**src/rtl/mips_pkg.sv**
```systemverilog
// ---------------------------------------------------------------------------
// mips_pkg
// Shared constants for the MIPS-like front end.
// Contents:
//   - opcode and funct values the PC logic decodes
//   - trap link register numbers (k0 = 26 for interrupts, k1 = 27 for
//     exceptions)
//   - default reset, interrupt and exception vectors
//   - helper that identifies the conditional branch opcodes
// ---------------------------------------------------------------------------
package mips_pkg;

    // Primary opcodes, instr[31:26]
    localparam logic [5:0] OP_SPECIAL = 6'd0;
    localparam logic [5:0] OP_REGIMM  = 6'd1;   // bltz family
    localparam logic [5:0] OP_J       = 6'd2;
    localparam logic [5:0] OP_JAL     = 6'd3;
    localparam logic [5:0] OP_BEQ     = 6'd4;
    localparam logic [5:0] OP_BNE     = 6'd5;
    localparam logic [5:0] OP_BLEZ    = 6'd6;
    localparam logic [5:0] OP_BGTZ    = 6'd7;

    // SPECIAL funct codes, instr[5:0]
    localparam logic [5:0] FUNCT_JR   = 6'd8;
    localparam logic [5:0] FUNCT_JALR = 6'd9;

    // Trap link registers
    localparam logic [4:0] REG_K0 = 5'd26;  // interrupt return address
    localparam logic [4:0] REG_K1 = 5'd27;  // exception return address

    // Vector defaults; bit 31 set means the handler runs in kernel mode
    localparam logic [31:0] DEF_RESET_VEC = 32'h8000_0000;
    localparam logic [31:0] DEF_IRQ_VEC   = 32'h8000_0004;
    localparam logic [31:0] DEF_EXC_VEC   = 32'h8000_0008;

    // True for every opcode whose target is pc-relative and conditional
    function automatic logic is_cond_branch(input logic [5:0] op);
        return (op == OP_REGIMM) || (op == OP_BEQ) || (op == OP_BNE) ||
               (op == OP_BLEZ)   || (op == OP_BGTZ);
    endfunction

endpackage

```
**src/rtl/pc_next.sv**
```systemverilog
// ---------------------------------------------------------------------------
// pc_next
// Purely combinational next-address calculation for the normal
// (non-trap) flow.
// Ports:
//   i_pc           in  32  current pc; bit 31 = kernel mode
//   i_instr        in  32  current instruction word
//   i_branch_taken in   1  datapath compare result for a conditional branch
//   i_rs_data      in  32  rs register value for jr/jalr
//   o_pc_plus4     out 32  sequential address / link value
//   o_target       out 32  address the pc moves to when no trap is taken
// ---------------------------------------------------------------------------
module pc_next
    import mips_pkg::*;
(
    input  logic [31:0] i_pc,
    input  logic [31:0] i_instr,
    input  logic        i_branch_taken,
    input  logic [31:0] i_rs_data,
    output logic [31:0] o_pc_plus4,
    output logic [31:0] o_target
);

    logic [5:0]  w_op;
    logic [5:0]  w_funct;
    logic [30:0] w_offset;
    logic [31:0] w_pc_plus4;

    assign w_op    = i_instr[31:26];
    assign w_funct = i_instr[5:0];

    // The mode bit is never touched by the adder: the low 31 bits wrap
    // on their own so user code cannot walk into kernel space.
    assign w_pc_plus4 = {i_pc[31], i_pc[30:0] + 31'd4};
    assign o_pc_plus4 = w_pc_plus4;

    // Sign-extended word offset, truncated to the 31-bit address space
    assign w_offset = {{13{i_instr[15]}}, i_instr[15:0], 2'b00};

    always_comb begin
        o_target = w_pc_plus4;
        if ((w_op == OP_J) || (w_op == OP_JAL)) begin
            o_target = {w_pc_plus4[31:28], i_instr[25:0], 2'b00};
        end else if (is_cond_branch(w_op)) begin
            if (i_branch_taken) begin
                o_target = {i_pc[31], w_pc_plus4[30:0] + w_offset};
            end
        end else if ((w_op == OP_SPECIAL) &&
                     ((w_funct == FUNCT_JR) || (w_funct == FUNCT_JALR))) begin
            // A register jump may drop to user mode but can only stay in
            // kernel mode if it was already there.
            o_target = {i_pc[31] & i_rs_data[31], i_rs_data[30:0]};
        end
    end

endmodule

```
**src/rtl/pc_unit.sv**
```systemverilog
// ---------------------------------------------------------------------------
// pc_unit
// Program counter register plus trap sequencing (reset, undefined
// instruction exception, timer interrupt).
// Ports:
//   clk          in  1   rising-edge clock
//   reset        in  1   synchronous active-high reset
//   instr        in  32  current instruction word
//   branch_taken in  1   compare result for the current branch
//   rs_data      in  32  rs value for jr/jalr
//   irq          in  1   level interrupt request
//   undef        in  1   current instruction is illegal
//   pc           out 32  current pc; bit 31 = kernel mode
//   rom_addr     out 31  instruction ROM address (pc[30:0])
//   pc_plus4     out 32  link value for jal/jalr
//   kill         out 1   suppress writes of the current instruction
//   xp_we        out 1   write trap return address to the regfile
//   xp_waddr     out 5   trap link register number
//   xp_wdata     out 32  trap return address
//   int_ack      out 1   interrupt taken this cycle
// All outputs except pc are combinational.
// ---------------------------------------------------------------------------
module pc_unit
    import mips_pkg::*;
#(
    parameter logic [31:0] RESET_VEC = DEF_RESET_VEC,
    parameter logic [31:0] IRQ_VEC   = DEF_IRQ_VEC,
    parameter logic [31:0] EXC_VEC   = DEF_EXC_VEC
) (
    input  logic        clk,
    input  logic        reset,
    input  logic [31:0] instr,
    input  logic        branch_taken,
    input  logic [31:0] rs_data,
    input  logic        irq,
    input  logic        undef,
    output logic [31:0] pc,
    output logic [30:0] rom_addr,
    output logic [31:0] pc_plus4,
    output logic        kill,
    output logic        xp_we,
    output logic [4:0]  xp_waddr,
    output logic [31:0] xp_wdata,
    output logic        int_ack
);

    logic [31:0] r_pc;
    logic [31:0] w_pc_plus4;
    logic [31:0] w_target;
    logic [31:0] w_pc_next;
    logic        w_take_exc;
    logic        w_take_irq;

    pc_next u_pc_next (
        .i_pc           (r_pc),
        .i_instr        (instr),
        .i_branch_taken (branch_taken),
        .i_rs_data      (rs_data),
        .o_pc_plus4     (w_pc_plus4),
        .o_target       (w_target)
    );

    // Exceptions are taken in any mode; interrupts only from user mode,
    // and never alongside an exception.
    assign w_take_exc = undef;
    assign w_take_irq = irq & ~r_pc[31] & ~undef;

    always_comb begin
        w_pc_next = w_target;
        kill      = 1'b0;
        xp_we     = 1'b0;
        xp_waddr  = 5'd0;
        xp_wdata  = 32'd0;
        int_ack   = 1'b0;
        if (reset) begin
            // Hold off side effects of whatever is on the instruction bus
            w_pc_next = RESET_VEC;
            kill      = 1'b1;
        end else if (w_take_exc) begin
            w_pc_next = EXC_VEC;
            kill      = 1'b1;
            xp_we     = 1'b1;
            xp_waddr  = REG_K1;
            xp_wdata  = {1'b0, w_pc_plus4[30:0]};
        end else if (w_take_irq) begin
            // Link the interrupted pc itself so that instruction re-executes
            w_pc_next = IRQ_VEC;
            kill      = 1'b1;
            xp_we     = 1'b1;
            xp_waddr  = REG_K0;
            xp_wdata  = r_pc;
            int_ack   = 1'b1;
        end
    end

    always_ff @(posedge clk) begin
        if (reset) begin
            r_pc <= RESET_VEC;
        end else begin
            r_pc <= w_pc_next;
        end
    end

    assign pc       = r_pc;
    assign rom_addr = r_pc[30:0];
    assign pc_plus4 = w_pc_plus4;

endmodule

```
**config.mk**
```make
export PLATFORM = sky130hd
export DESIGN_NAME = pc_unit
export DESIGN_NICKNAME = d
export VERILOG_FILES = /design/src/rtl/mips_pkg.sv /design/src/rtl/pc_next.sv /design/src/rtl/pc_unit.sv
export SDC_FILE = /design/constraint.sdc
export NUM_CORES = 1
export LEC_CHECK = 0
export CORE_MARGIN = 8
export CORE_UTILIZATION = 39
export CTS_BUF_LIST = sky130_fd_sc_hd__clkbuf_4 sky130_fd_sc_hd__clkbuf_8
export CTS_CLUSTER_SIZE = 10
export DETAILED_ROUTE_END_ITERATION = 16
export DONT_BUFFER_PORTS = 1
export SYNTH_ARGS = -nofsm -noshare
export SYNTH_HDL_FRONTEND = slang
export SYNTH_SLANG_ARGS = --single-unit
```
**constraint.sdc**
```tcl
create_clock -name clk -period 6.05 [get_ports clk]
set_clock_uncertainty 0.2 [all_clocks]
set_input_delay 0.605 -clock clk [delete_from_list [all_inputs] [get_ports clk]]
set_output_delay 0.605 -clock clk [all_outputs]
set_load 0.01 [all_outputs]
```
After elaboration in Yosys (flattened, before gate mapping)
Index checks and enable logic that the tools add are counted.
{"block": "classes", "bitwise_logic": 7, "n_mul": 0, "div_mod_pow": 0, "mux": 18, "eq_ne": 9, "shift": 0, "addsub": 2, "order_cmp": 0, "reduce_logical": 12}
{"op": "$mux W32", "count": 5}
{"op": "$mux W31", "count": 2}
{"op": "$add A31 B3 Y31 const B", "count": 1}
{"op": "$add A31 B31 Y31", "count": 1}
{"op": "$eq A6 B3 Y1 const B", "count": 4}
{"op": "$mux W5", "count": 3}
{"op": "$eq A6 B2 Y1 const B", "count": 2}
{"op": "$eq A6 B4 Y1 const B", "count": 2}
{"op": "$mux W4", "count": 2}
{"op": "$eq A6 B1 Y1 const B", "count": 1}
{"op": "$logic_not A6 Y1", "count": 1}
{"op": "$logic_or A1 B1 Y1", "count": 6}
{"op": "$mux W1", "count": 6}
{"op": "$not A1 Y1", "count": 4}
{"op": "$reduce_or A4 Y1", "count": 1}
{"op": "$and A1 B1 Y1", "count": 3}
{"op": "$reduce_and A3 Y1", "count": 1}
{"op": "$reduce_or A3 Y1", "count": 1}
{"op": "$reduce_or A2 Y1", "count": 1}
{"op": "$logic_and A1 B1 Y1", "count": 1}
{"block": "word_totals", "latchBits": 0, "in_bits": 69, "elab_cells": 53, "reg_bits": 32, "romBits": 0, "memories": 0, "ramBits": 0, "output_inout_bits": 135}

Depth between registers and ports, before layout
Gate-level depths: netlist of run 1.
{"block": "depth", "ltp_word": 9, "depth_mapped": 15}

Hierarchy
Synthesis of run 1 repeated with hierarchy kept, for this count alone.
{"block": "unflattened", "hier_cells": 644, "hier_area_um2": 4595.7}
{"mod": "pc_next", "area_per_inst_um2": 2811.4, "n_inst": 1, "cells_each": 422, "seq_area_each_um2": 0.0}
{"mod": "pc_unit", "area_per_inst_um2": 1784.2, "n_inst": 1, "cells_each": 222, "seq_area_each_um2": 640.6}

Worst setup path before layout of run 1
No wires, ideal clock.
{"block": "synth_timing", "path_kind": "register to register", "from": "reg r_pc[2] (netlist: pc[2])", "to": "reg r_pc[23] (netlist: pc[23])", "path_stages_with_launch": 15, "t_required_ps": 5720, "n_path_buf": 0, "setup_slack_ps": 2159, "setup_ps": 130, "arrival_ps": 3561, "cell_sequence": "dfxtp_1 -> ha_1 -> nand3_1 -> nor2_1 -> nand3_1 -> xnor2_1 -> ha_1 -> a21o_1 -> a21oi_1 -> or3b_2 -> o21ai_1 -> o31a_1 -> o21bai_1 -> mux2i_1 -> o21ai_0"}
{"block": "synth_between", "elab_chain_len": 5, "elab_cells_between_ends": 6, "cone_classes": "add/sub (2); mux (4)"}
{"element": "start, declared", "line": "pc_unit.sv:47", "rtl": "logic [31:0] r_pc;"}
{"element": "start signal, assigned", "line": "pc_unit.sv:100", "rtl": "r_pc <= w_pc_next;"}
{"element": "$add A31 B3 Y31", "line": "pc_next.sv:34", "rtl": "assign w_pc_plus4 = {i_pc[31], i_pc[30:0] + 31'd4};"}
{"element": "named net pc_plus4[12]", "line": "pc_unit.sv:39", "rtl": "output logic [31:0] pc_plus4,"}
{"element": "$add A31 B31 Y31", "line": "pc_next.sv:46", "rtl": "o_target = {i_pc[31], w_pc_plus4[30:0] + w_offset};"}
{"element": "$mux W31", "line": "pc_next.sv:45", "rtl": "if (i_branch_taken) begin"}
{"element": "$mux W32", "line": "pc_next.sv:44", "rtl": "end else if (is_cond_branch(w_op)) begin"}
{"element": "$mux W31", "line": "pc_next.sv:42", "rtl": "if ((w_op == OP_J) || (w_op == OP_JAL)) begin"}
The timed path passes the listed nets, and every way through them passes these cells. The select of a mux whose other input is x is not followed.
A chain may end at the register's enable or synchronous reset.

Final worst setup path of run 1
Ends and elaborated chain as after synthesis.

==> flow_summary.yaml, run 1 <==
setup_path:
  cp-end-kind: "flop"
  worstPathArrival_ns: 4.74
  crit_path_start: "pc[2]"
  cp_max_fo: 8
  path_class: "reg -> reg"
  reg2reg_from: "pc[2]"
  required_ns: 6.04
  cp-start-kind: "flop"
clock_network:
  path_clk_slew_ns: 0.09
  ctsHoldBuffers: 0
  root_buffer: "clkbuf_8"
  clk_latency_ns: 0.32
  cts_tree: "built"
  cts_resized: 0
  clk_path_buf_depth: 2
  cts_sinks: 32
  cts.htree.levels: 2
  cts_buffers: 5
  cts_setup_buffers: 0
timing:
  setup_tns_ns: 0
  rsz0062_at_grt: "false"
  slew_viol_final: 0
  setup_violations: 0
  hold_viol: 0
  post-route-period-util: 0.7855
  worst_pin_slew_ns: 1.303
  period_needed_ns: 4.752
  slew_headroom: 0.1244
  fmax_mhz: 210.4
worst_hold_path:
  hp-start: "reset"
  hold_class: "in -> reg"
cells_and_area:
  largest_register_ffs: 30
  final_common_cell: "a21oi_1"
  syn_to_final_growth_pct: -1.200
  fill_cells: 1250
  final_cell_mix: "a21oi_1 (68), nand2_1 (58), nor2_1 (53)"
  diodes: 0
  drive_gt1_frac: 0.05584
  final_cells: 734
  nets: 694
global_routing:
  grt_usage: 0.2333
  antenna_found_initial: 0
  overflow: 0
  grt_pass1_vias: 4684
  grt_max_degree: 44
  grt_pass1_wl_um: 28970
detailed_routing:
  routed_wl_um: 18800
  wl_met2_um: 9051
  drtAntennaViolNets: 0
  first_pass_iters: 5
  drc: 0
  via_count: 4759
  via_per_inst: 6.484
  wl_per_cell_um: 25.61
  met1_length_um: 7949
  drtIter0Drc: 347
  top_layer: "met4"
  dr_wl_met3_um: 1464
die:
  die_y_um: 124.4
  dieWidth_um: 124.4
  placementRows: 39
  coreArea_um2: 11470
  ios: 204
  fp.dieArea_um2: 15480
  initial_utilization: 0.3999
logic_synthesis:
  yosys_warnings: 0
  avgSynthCellArea_um2: 7.132
  synthCells: 643
  yosysSeqAreaShare: 0.1397
  async_flop_share: 0
  ys_ff_latch: 32
  synthFlopType: "dfxtp_1"
  synth_cell_types: 72
  netlist_area_um2: 4586
  synth_edf_count: 0
job:
  max_cap_violations: 0
place:
  dp_cells: 726
  gp_congestion: 0.9365
  port_buffers: 0
  dp_hpwl_um: 14290
power:
  p_leak_nw: 1.767
  vdd_ir_drop_max_mv: 0.1147
  power_density_nw_per_um2: 131.3
run_status:
  status: "finished clean"
## cell families after synthesis
logic type / Yosys count / share of synthesized area
AO/OA/AOI/OAI: 222 / 0.3165
XOR/XNOR: 49 / 0.09523
adder cells (fa/ha/maj): 35 / 0.09714
buffers and inverters: 86 / 0.1053
flip-flops: 32 / 0.1397
multiplexers: 4 / 0.008732
other: 1 / 0.0008178
AND/OR/NAND/NOR: 214 / 0.2366
## worst max-delay path: stages (launching register included)
cell and delay (ns):
dfxtp_1 0.60, ha_1 0.30, nand3_1 0.24, nor2_1 0.42, nand3_1 0.16, xnor2_1 0.55, ha_1 0.39, a21o_1 0.23
a21oi_1 0.18, or3b_2 0.45, o21ai_1 0.24, o31a_1 0.30, o21bai_1 0.12, mux2i_1 0.14, o21ai_0 0.09
## cell type report
cell class / instances / area (µm²) / share of cell area
clock inverters: 2 / 35.03 / 0.007733
clock buffers: 6 / 76.32 / 0.01685
well taps: 143 / 178.9 / 0.03949
flip-flops and latches: 32 / 640.6 / 0.1414
multi-input cells: 526 / 3476 / 0.7672
repair buffers: 8 / 60.06 / 0.01326
inverters: 17 / 63.81 / 0.01408
## per-stage QoR
stage               power (mW)    util  cell area (µm²)  worst slack (ns)  hold slack [ns]
global route            0.6251  0.3951             4531            0.8568           0.1378
finish                  0.5950  0.3951             4531             1.298           0.1479
CTS                     0.5965  0.3951             4531             1.300           0.1360
floorplan               0.3464       -             4589             2.159           0.3169
global placement        0.3638  0.3854             4419             1.451           0.3863
detailed placement      0.3647  0.3854             4419             1.351           0.3870
## cell usage after synthesis (2+ instances only)
library cell,count,area share
a211oi_1,6,0.0098
a21o_1,16,0.026
a21oi_1,68,0.074
a221oi_1,24,0.046
a22o_1,3,0.0057
a22oi_1,9,0.015
a31oi_1,4,0.0055
and2_1,3,0.0041
and3_1,12,0.016
and4_1,5,0.0095
buf_1,3,0.0025
buf_2,7,0.0076
buf_4,40,0.065
clkbuf_1,18,0.015
dfxtp_1,32,0.14
ha_1,34,0.093
inv_1,17,0.014
mux2i_1,4,0.0087
nand2_1,58,0.047
nand2b_1,2,0.0027
nand3_1,14,0.015
nand3b_1,9,0.015
nand4_1,9,0.012
nor2_1,55,0.045
nor2b_1,11,0.015
nor3_1,13,0.014
nor3b_1,4,0.0065
nor4_1,3,0.0041
o211ai_1,2,0.0033
o21a_1,3,0.0049
o21ai_0,50,0.055
o21ai_1,3,0.0033
o21bai_1,5,0.0082
o221ai_1,4,0.0076
o22ai_1,2,0.0027
o31a_1,5,0.0095
o31ai_1,2,0.0033
or2_2,3,0.0041
or3_1,2,0.0027
xnor2_1,26,0.050
xor2_1,22,0.042
## where the power goes
part	internal [mW]	leakage, nW	total [mW]	switching, mW
clock	0.127	0.0586	0.234	0.106
sequential	0.214	0.259	0.226	0.0123
combinational	0.0518	1.45	0.135	0.0833
total	0.393	1.77	0.595	0.202
## layer usage
layer  up-vias  GRT usage
met5         -          0
met4         0    0.07442
met3        20    0.05191
met2       249     0.3926
met1      2269     0.2873
li1       2221          -
## worst paths after layout
kind	endpoint	slack [ns]	cells past startpoint
setup / recovery	pc[23]	1.30	14
hold / removal	pc[3]	0.15	1
setup reg to reg	pc[23]	1.30	14
hold reg to reg	pc[31]	0.40	2
No activity file was read; power rests on OpenSTA's default activity.
==> run 2, diff against run 1 <==
Clock period 6.05 ns to 4.5 ns, I/O delays scaled along.
==> flow_summary.yaml, run 2 (same netlist as run 1, synthesis figures left out) <==
place:
  gp_congestion: 0.9743
  dp_slack_ns: 0.2900
  dp_hpwl_um: 15030
  port_buffers: 0
clock_network:
  cts_buffers: 5
  cts_tree: "built"
  clk_latency_ns: 0.31
  cts.htree.levels: 2
  clk_path_buf_depth: 2
  path_clk_slew_ns: 0.08
  cts_sinks: 32
  root_buffer: "clkbuf_8"
timing:
  layout_setup_ws_ns: 0.3058
  setup_violations: 0
  slew_headroom: 0.1994
  hold_viol: 0
  worst_pin_slew_ns: 1.200
  period_needed_ns: 4.194
  post-route-period-util: 0.9320
  rsz0062_at_grt: "false"
  setup_tns_ns: 0
  slew_viol_final: 0
  fmax_mhz: 238.4
setup_path:
  cp-end-kind: "flop"
  reg2reg_slack_ns: 0.31
  crit_path_start: "pc[2]"
  path_class: "reg -> reg"
  worstPathArrival_ns: 4.24
  cp-start-kind: "flop"
  r2r-end: "pc[30]"
  required_ns: 4.54
  critPathCapture: "pc[30]"
  reg2reg_from: "pc[2]"
  r2r.worst_path.cells: 16
  cp_max_fo: 7
run_status:
  status: "finished clean"
power:
  p_leak_nw: 1.979
  vdd_ir_drop_max_mv: 0.1361
  power_density_nw_per_um2: 172.8
cells_and_area:
  final_cell_mix: "a21oi_1 (68), nand2_1 (58), nor2_1 (53)"
  syn_to_final_growth_pct: 5.430
  largest_register_ffs: 30
  final_common_cell: "a21oi_1"
  drive_gt1_frac: 0.1129
  diodes: 0
  nets: 732
detailed_routing:
  wl_per_cell_um: 25.55
  drtIter0Drc: 450
  drtAntennaViolNets: 0
  first_pass_iters: 5
  via_per_inst: 6.519
  routed_wl_um: 19720
  via_count: 5033
  drc: 0
global_routing:
  grt_usage: 0.2404
  grt_max_degree: 44
  overflow: 0
  grt_pass1_wl_um: 30130
  grt_pass1_vias: 4852
  antenna_found_initial: 0
die:
  fp.dieArea_um2: 15480
  initial_utilization: 0.3999
  placementRows: 39
  coreArea_um2: 11470
  ios: 204
  die_y_um: 124.4
  dieWidth_um: 124.4
worst_hold_path:
  hold_class: "in -> reg"
job:
  max_cap_violations: 0
## run 2: power breakdown
| group | switching (mW) | internal (mW) | total [mW] |
|---|---|---|---|
| Combinational | 0.124 | 0.0769 | 0.201 |
| Clock | 0.142 | 0.196 | 0.338 |
| Sequential | 0.00818 | 0.288 | 0.296 |
| Total | 0.274 | 0.561 | 0.835 |
## run 2: layout make-up
cell class | instances | area, µm²
fillers | 1221 | 6633
multi-input cells | 526 | 3476
flip-flops and latches | 32 | 641.9
repair buffers | 46 | 347.8
well taps | 143 | 178.9
clock buffers | 7 | 96.34
inverters | 17 | 63.81
clock inverters | 1 | 30.03
## run 2: repair_timing
action	CTS	global route
buffers inserted	0	0
endpoints found under the hold margin	0	1
setup endpoints to repair	0	1
resized for setup	0	1
hold buffers	0	1
## run 2: critical path: stages (launching register included)
cell	delay, ns
dfxtp_1	0.34
buf_4	0.19
nand4_1	0.25
nor3_1	0.25
buf_4	0.18
and4_1	0.21
xnor2_1	0.31
inv_1	0.16
ha_1	0.45
nand2_1	0.11
o21ai_1	0.29
a21oi_1	0.17
or3_1	0.36
o211ai_1	0.11
xnor2_1	0.11
o41a_1	0.31
a21oi_1	0.13
## run 2: worst min-delay path by stage
stage / start / end / slack (ns) / cells after the start
5_1_grt: reset / pc[2] / 0.002 / 1
3_5_place_dp: reset / pc[3] / 0.33 / 1
6_report: reset / pc[2] / 0.01 / 1
3_3_place_gp: reset / pc[3] / 0.33 / 1
2_1_floorplan: pc[31] / pc[31] / 0.32 / 2
4_1_cts: reset / pc[3] / 0.003 / 1
## run 2: stage by stage
step	area, µm²	util	cells	power, mW	hold WS, ns
floorplan	4589	-	644	0.4657	0.3169
global placement	4697	0.4096	763	0.4976	0.3283
detailed placement	4697	0.4096	763	0.4991	0.3288
CTS	4823	0.4206	771	0.8342	0.002757
global route	4835	0.4216	772	0.8696	0.001783
finish	4835	0.4216	772	0.8353	0.01024
## run 2: metal layers
| layer | wire length, µm | GRT usage | up-vias |
|---|---|---|---|
| met5 | 0 | 0 | - |
| met4 | 285 | 0.05599 | 0 |
| met2 | 9418 | 0.4011 | 309 |
| met3 | 1723 | 0.06043 | 19 |
| li1 | - | - | 2297 |
| met1 | 8294 | 0.3021 | 2408 |
